--- src/rtl/hazard_dest_pipe.sv ---
// Destination-tag pipeline (EX/MEM/WB) feeding the forwarding units, plus the
// ID-stage hazard detector that stalls for load-use and branch-compare hazards.
module hazard_dest_pipe (
    input  logic        clk,
    input  logic        rst_n,
    input  logic        id_valid,
    input  logic [4:0]  id_rd,
    input  logic        id_we,
    input  logic        id_is_load,
    input  logic        id_is_branch,
    input  logic [4:0]  id_rs,
    input  logic [4:0]  id_rt,
    input  logic        id_use_rs,
    input  logic        id_use_rt,
    input  logic        id_flush,
    output logic [4:0]  ex_rd,
    output logic [4:0]  mem_rd,
    output logic [4:0]  wb_rd,
    output logic        ex_we,
    output logic        mem_we,
    output logic        wb_we,
    output logic        ex_is_load,
    output logic        mem_is_load,
    output logic        stall,
    output logic [15:0] stall_cnt
);

    logic [4:0]  r_ex_rd;
    logic [4:0]  r_mem_rd;
    logic [4:0]  r_wb_rd;
    logic        r_ex_we;
    logic        r_mem_we;
    logic        r_wb_we;
    logic        r_ex_is_load;
    logic        r_mem_is_load;
    logic [15:0] r_stall_cnt;

    logic        w_hot_ex;
    logic        w_hot_mem;
    logic        w_load_use;
    logic        w_branch_ex;
    logic        w_branch_mem;
    logic        w_stall;
    logic        w_bubble;

    // A source only counts if it is actually read, is not $0, and the stage writes it.
    function automatic logic f_hot(input logic       use_src,
                                   input logic [4:0] src,
                                   input logic [4:0] dst,
                                   input logic       dst_we);
        return use_src && (src != 5'd0) && (src == dst) && dst_we;
    endfunction

    assign w_hot_ex  = f_hot(id_use_rs, id_rs, r_ex_rd, r_ex_we)
                     | f_hot(id_use_rt, id_rt, r_ex_rd, r_ex_we);
    assign w_hot_mem = f_hot(id_use_rs, id_rs, r_mem_rd, r_mem_we)
                     | f_hot(id_use_rt, id_rt, r_mem_rd, r_mem_we);

    assign w_load_use   = r_ex_we && r_ex_is_load && w_hot_ex;
    assign w_branch_ex  = id_is_branch && r_ex_we && w_hot_ex;
    assign w_branch_mem = id_is_branch && r_mem_we && r_mem_is_load && w_hot_mem;

    // A flushed instruction is dead, so it can never be the reason to stall.
    assign w_stall  = id_valid && !id_flush && (w_load_use || w_branch_ex || w_branch_mem);
    assign w_bubble = w_stall || id_flush || !id_valid;

    always_ff @(posedge clk) begin
        // NOTE: non-blocking assignments so every stage samples the pre-edge value
        // of the stage ahead of it, regardless of statement order.
        if (!rst_n) begin
            r_ex_rd       <= 5'd0;
            r_ex_we       <= 1'b0;
            r_ex_is_load  <= 1'b0;
            r_mem_rd      <= 5'd0;
            r_mem_we      <= 1'b0;
            r_mem_is_load <= 1'b0;
            r_wb_rd       <= 5'd0;
            r_wb_we       <= 1'b0;
            r_stall_cnt   <= 16'd0;
        end else begin
            r_mem_rd      <= r_ex_rd;
            r_mem_we      <= r_ex_we;
            r_mem_is_load <= r_ex_is_load;
            r_wb_rd       <= r_mem_rd;
            r_wb_we       <= r_mem_we;
            if (w_bubble) begin
                r_ex_rd      <= 5'd0;
                r_ex_we      <= 1'b0;
                r_ex_is_load <= 1'b0;
            end else begin
                r_ex_rd      <= id_rd;
                r_ex_we      <= id_we && (id_rd != 5'd0);
                r_ex_is_load <= id_is_load && id_we;
            end
            if (w_stall && (r_stall_cnt != 16'hFFFF)) begin
                r_stall_cnt <= r_stall_cnt + 16'd1;
            end
        end
    end

    assign ex_rd       = r_ex_rd;
    assign ex_we       = r_ex_we;
    assign ex_is_load  = r_ex_is_load;
    assign mem_rd      = r_mem_rd;
    assign mem_we      = r_mem_we;
    assign mem_is_load = r_mem_is_load;
    assign wb_rd       = r_wb_rd;
    assign wb_we       = r_wb_we;
    assign stall       = w_stall;
    assign stall_cnt   = r_stall_cnt;

endmodule

--- config.mk ---
export PLATFORM = sky130hd
export DESIGN_NAME = hazard_dest_pipe
export DESIGN_NICKNAME = d
export VERILOG_FILES = /design/src/rtl/hazard_dest_pipe.sv
export SDC_FILE = /design/constraint.sdc
export NUM_CORES = 1
export LEC_CHECK = 0
export BUFFER_PORTS_ARGS = -buffer_cell sky130_fd_sc_hd__buf_2
export CORE_ASPECT_RATIO = 0.7
export CORE_MARGIN = 2
export CORE_UTILIZATION = 40
export CTS_CLUSTER_SIZE = 40
export DETAILED_ROUTE_END_ITERATION = 12
export PLACE_DENSITY = 0.7
export SYNTH_ARGS = -nofsm -noshare
export SYNTH_HDL_FRONTEND = slang
export SYNTH_SLANG_ARGS = --single-unit
--- constraint.sdc ---
create_clock -name clk -period 2.55 [get_ports clk]
set_clock_uncertainty 0.05 [all_clocks]
set_input_delay 0.1275 -clock clk [delete_from_list [all_inputs] [get_ports clk]]
set_output_delay 0.1275 -clock clk [all_outputs]
set_load 0.01 [all_outputs]
==> results.sh <==
export IMPL_outcome="finished clean"
export IMPL_pin_count=61
export IMPL_min_period_over_period=0.9235
export IMPL_cts_tree="done"
export IMPL_total_leakage_power_nw=0.9236
export IMPL_io_buffers=60
export IMPL_post_cts_buffers=0
export IMPL_p_comb_frac=0.067
export IMPL_grtUsageMet2=0.2400
export IMPL_cts_resized=0
export IMPL_maxCapViolations=0
export IMPL_insertion_delay_ns=0.28
export IMPL_crit_arrival_ns=2.51
export IMPL_ys_warn_count=0
export IMPL_report_final_slew_viol_count=0
export IMPL_final_area_um2=2132
export IMPL_fp_dieH_um=58.33
export IMPL_nNetsFinal=273
export IMPL_synth_top_area_frac=0.4273
export IMPL_area_growth_pct=26.41
export IMPL_netlist_area_um2=1687
export IMPL_multi_input_area_um2=878.3
export IMPL_use_met3=0.04294
export IMPL_fp_row_count=19
export IMPL_fin_setup_tns_ns=0
export IMPL_cp_max_fo=28
export IMPL_clock_fmax_ghz=0.4247
export IMPL_track_usage=0.1707
export IMPL_crit_chain="xnor2_1 > nand3_1 > nor4_1 > o221ai_1 > a21bo_2 > or4_1 > a21oi_1"
export IMPL_synth_edf_count=0
export IMPL_grt_ovfl_total=0
export IMPL_required_ns=2.71
export IMPL_numCtsBuffers=5
export IMPL_ys_ff_latch=36
export IMPL_criticalPathCategory="flip-flop to flip-flop"
export IMPL_dr_pass1_iters=4
export IMPL_ys_top_cells_by_area="dfxtp_1 (43%), xnor2_1 (6.2%), or4_1 (5.3%)"
export IMPL_drt_vias_per_instance=5.060
export IMPL_wire_per_inst_um=12.94
export IMPL_grt_max_degree=29
export IMPL_relSlewSlack=0.7004
export IMPL_powerDensity_nw_per_um2=535.0
export IMPL_cp_slowest_stage_delay_ns=0.56
export IMPL_irDropWorstVdd_v=0.0002697
export IMPL_avgSynthCellArea_um2=9.019
export IMPL_clkTransAtPathRegs_ns=0.07
export IMPL_stdcell_count=301
export IMPL_syn_inst=187
export IMPL_drt_total_wl_um=3895
export IMPL_start_util=0.4223
export IMPL_end_kind="flip-flop"
export IMPL_gp_congestion=0.9052
export IMPL_setup_violations=0
export IMPL_placed_cells=293
export IMPL_fill_cells=366
export IMPL_drt_iter0_drc=55
export IMPL_cts_root_buf="clkbuf_8"
export IMPL_worstSetupStartpointType="flip-flop"
export IMPL_antenna_left=0
export IMPL_synth_largest_area_cell="dfxtp_1"
export IMPL_slowest_stage="or4_1"
export IMPL_yosysSeqAreaShare=0.4273
export IMPL_dp_hpwl_um=2937
export IMPL_use_met1=0.2604
export IMPL_p_switching_mw=0.2487
export IMPL_busiest_layer="met1"
export IMPL_antenna_found_initial=0
export IMPL_path_buf_inv=0
export IMPL_dieArea_um2=4760
export IMPL_diodes=0
export IMPL_hold_class="input pin to flip-flop"
export IMPL_worst_pin_slew_ns=0.4494
export IMPL_postCtsHoldBufs=0
export IMPL_drive_above_1_share=0.3012
export IMPL_die_w_um=81.61
export IMPL_critPathTopFamily="simple AND/OR/NAND/NOR gates"
export IMPL_ys_types=35
export IMPL_hold_violations=0
export IMPL_drc=0
export IMPL_min_period_ns=2.355
export IMPL_synthArstFlopShare=0
export IMPL_p_int_mw=0.8920
export IMPL_grt_pass1_vias=1354
export IMPL_grt_pass1_wl_um=6223
export IMPL_core_area_um2=3994
export IMPL_vias=1523
export IMPL_seq_power_share=0.503
export IMPL_dpl_cell_area_um2=2021
export IMPL_ff_latch_area_um2=720.7
export IMPL_rsz0062_at_grt="no"
export IMPL_clkPwrFrac=0.430
export IMPL_synth_ff_type="dfxtp_1"
export IMPL_swShare=0.2180
export IMPL_synth_fp_nets=212
export IMPL_cts_sinks=36
export IMPL_htreeDepth=2
export IMPL_clock_path_buffers=2
[placed cells by master, fill, tap and decap left out, types with 3 or more instances in the layout]
cell type | synthesis | routed
and3_1 | 3 | 3
xor2_1 | 8 | 8
nand2_1 | 10 | 10
inv_1 | 11 | 11
nor2_1 | 6 | 6
o31ai_1 | 10 | 10
nand2b_1 | 5 | 5
buf_2 | 2 | 60
xnor2_1 | 12 | 12
nand3_1 | 10 | 10
nor4_1 | 6 | 6
or4_1 | 12 | 12
and2_1 | 14 | 14
mux2i_1 | 4 | 4
a21oi_1 | 12 | 12
clkbuf_8 | 0 | 5
dfxtp_1 | 36 | 36
[worst reg2reg max path, stage by stage (launching register included)]
cell and delay, ns:
dfxtp_1 0.43, xnor2_1 0.16, nand3_1 0.11, nor4_1 0.23, o221ai_1 0.18, a21bo_2 0.40, or4_1 0.56, a21oi_1 0.17
[state kept, by name (all words and copies together) (netlist names)]
signal,count
ex_is_load,1
ex_rd,5
ex_we,1
mem_is_load,1
mem_rd,5
mem_we,1
stall_cnt,16
wb_rd,5
wb_we,1
[final timing paths]
path                 start            end  slack, ns  cells after the start
max               ex_rd[3]   stall_cnt[9]       0.20                      7
min             id_is_load     ex_is_load       0.01                      3
max reg2reg       ex_rd[3]   stall_cnt[9]       0.20                      7
min reg2reg  stall_cnt[10]  stall_cnt[10]       0.44                      2
[cell usage after synthesis (all sizes together), types with 3 or more instances]
master and number:
xnor2 12, nor4 7, or4 12, inv 11, clkbuf 3, dfxtp 36
xor2 8, o21ai 4, and2 14, nor2 6, nand2 10, buf 5
nand2b 5, nand3 10, mux2i 4, o31ai 10, a21oi 12, and3 3
nor3 3
[logic make-up after synthesis]
logic type               Yosys count  synth area share
XOR/XNOR                          20            0.1039
AND/OR/NAND/NOR                   77            0.2671
multiplexers                       4           0.02374
flip-flops                        36            0.4273
buffers and inverters             19           0.05490
AO/OA/AOI/OAI                     30            0.1157
adder cells (fa/ha/maj)            1          0.007417
[power by group through the flow]
stage	Combinational (mW)	Sequential [mW]	Clock [mW]
detailed placement	0.0762	0.587	0
finish	0.0764	0.574	0.491
global route	0.0845	0.574	0.528
CTS	0.0765	0.573	0.503
floorplan	0.0367	0.588	0
global placement	0.0765	0.587	0
[metrics by stage]
step | total power, mW | hold slack [ns] | worst slack (ns) | util
after floorplan | 0.6244 | 0.1897 | 0.4251 | -
after global placement | 0.6630 | 0.3020 | 0.1214 | 0.5060
after detailed placement | 0.6627 | 0.3063 | 0.1189 | 0.5060
after CTS | 1.152 | 0.001057 | 0.08897 | 0.5338
after global routing | 1.186 | 0.007119 | 0.06863 | 0.5338
final | 1.141 | 0.01112 | 0.1952 | 0.5338
[final cells by class]
class,count,share of cell area
inverters,11,0.01937
clock buffers,5,0.03228
clock inverters,3,0.01995
well taps,52,0.03052
repair buffers,62,0.1479
multi-input cells,132,0.4120
flip-flops and latches,36,0.3380
[layer usage]
layer	vias up	wire [um]
li1	787	-
met3	2	153
met5	-	0
met2	35	1621
met4	0	14
met1	699	2105
Power figures use the tool's default switching activity.
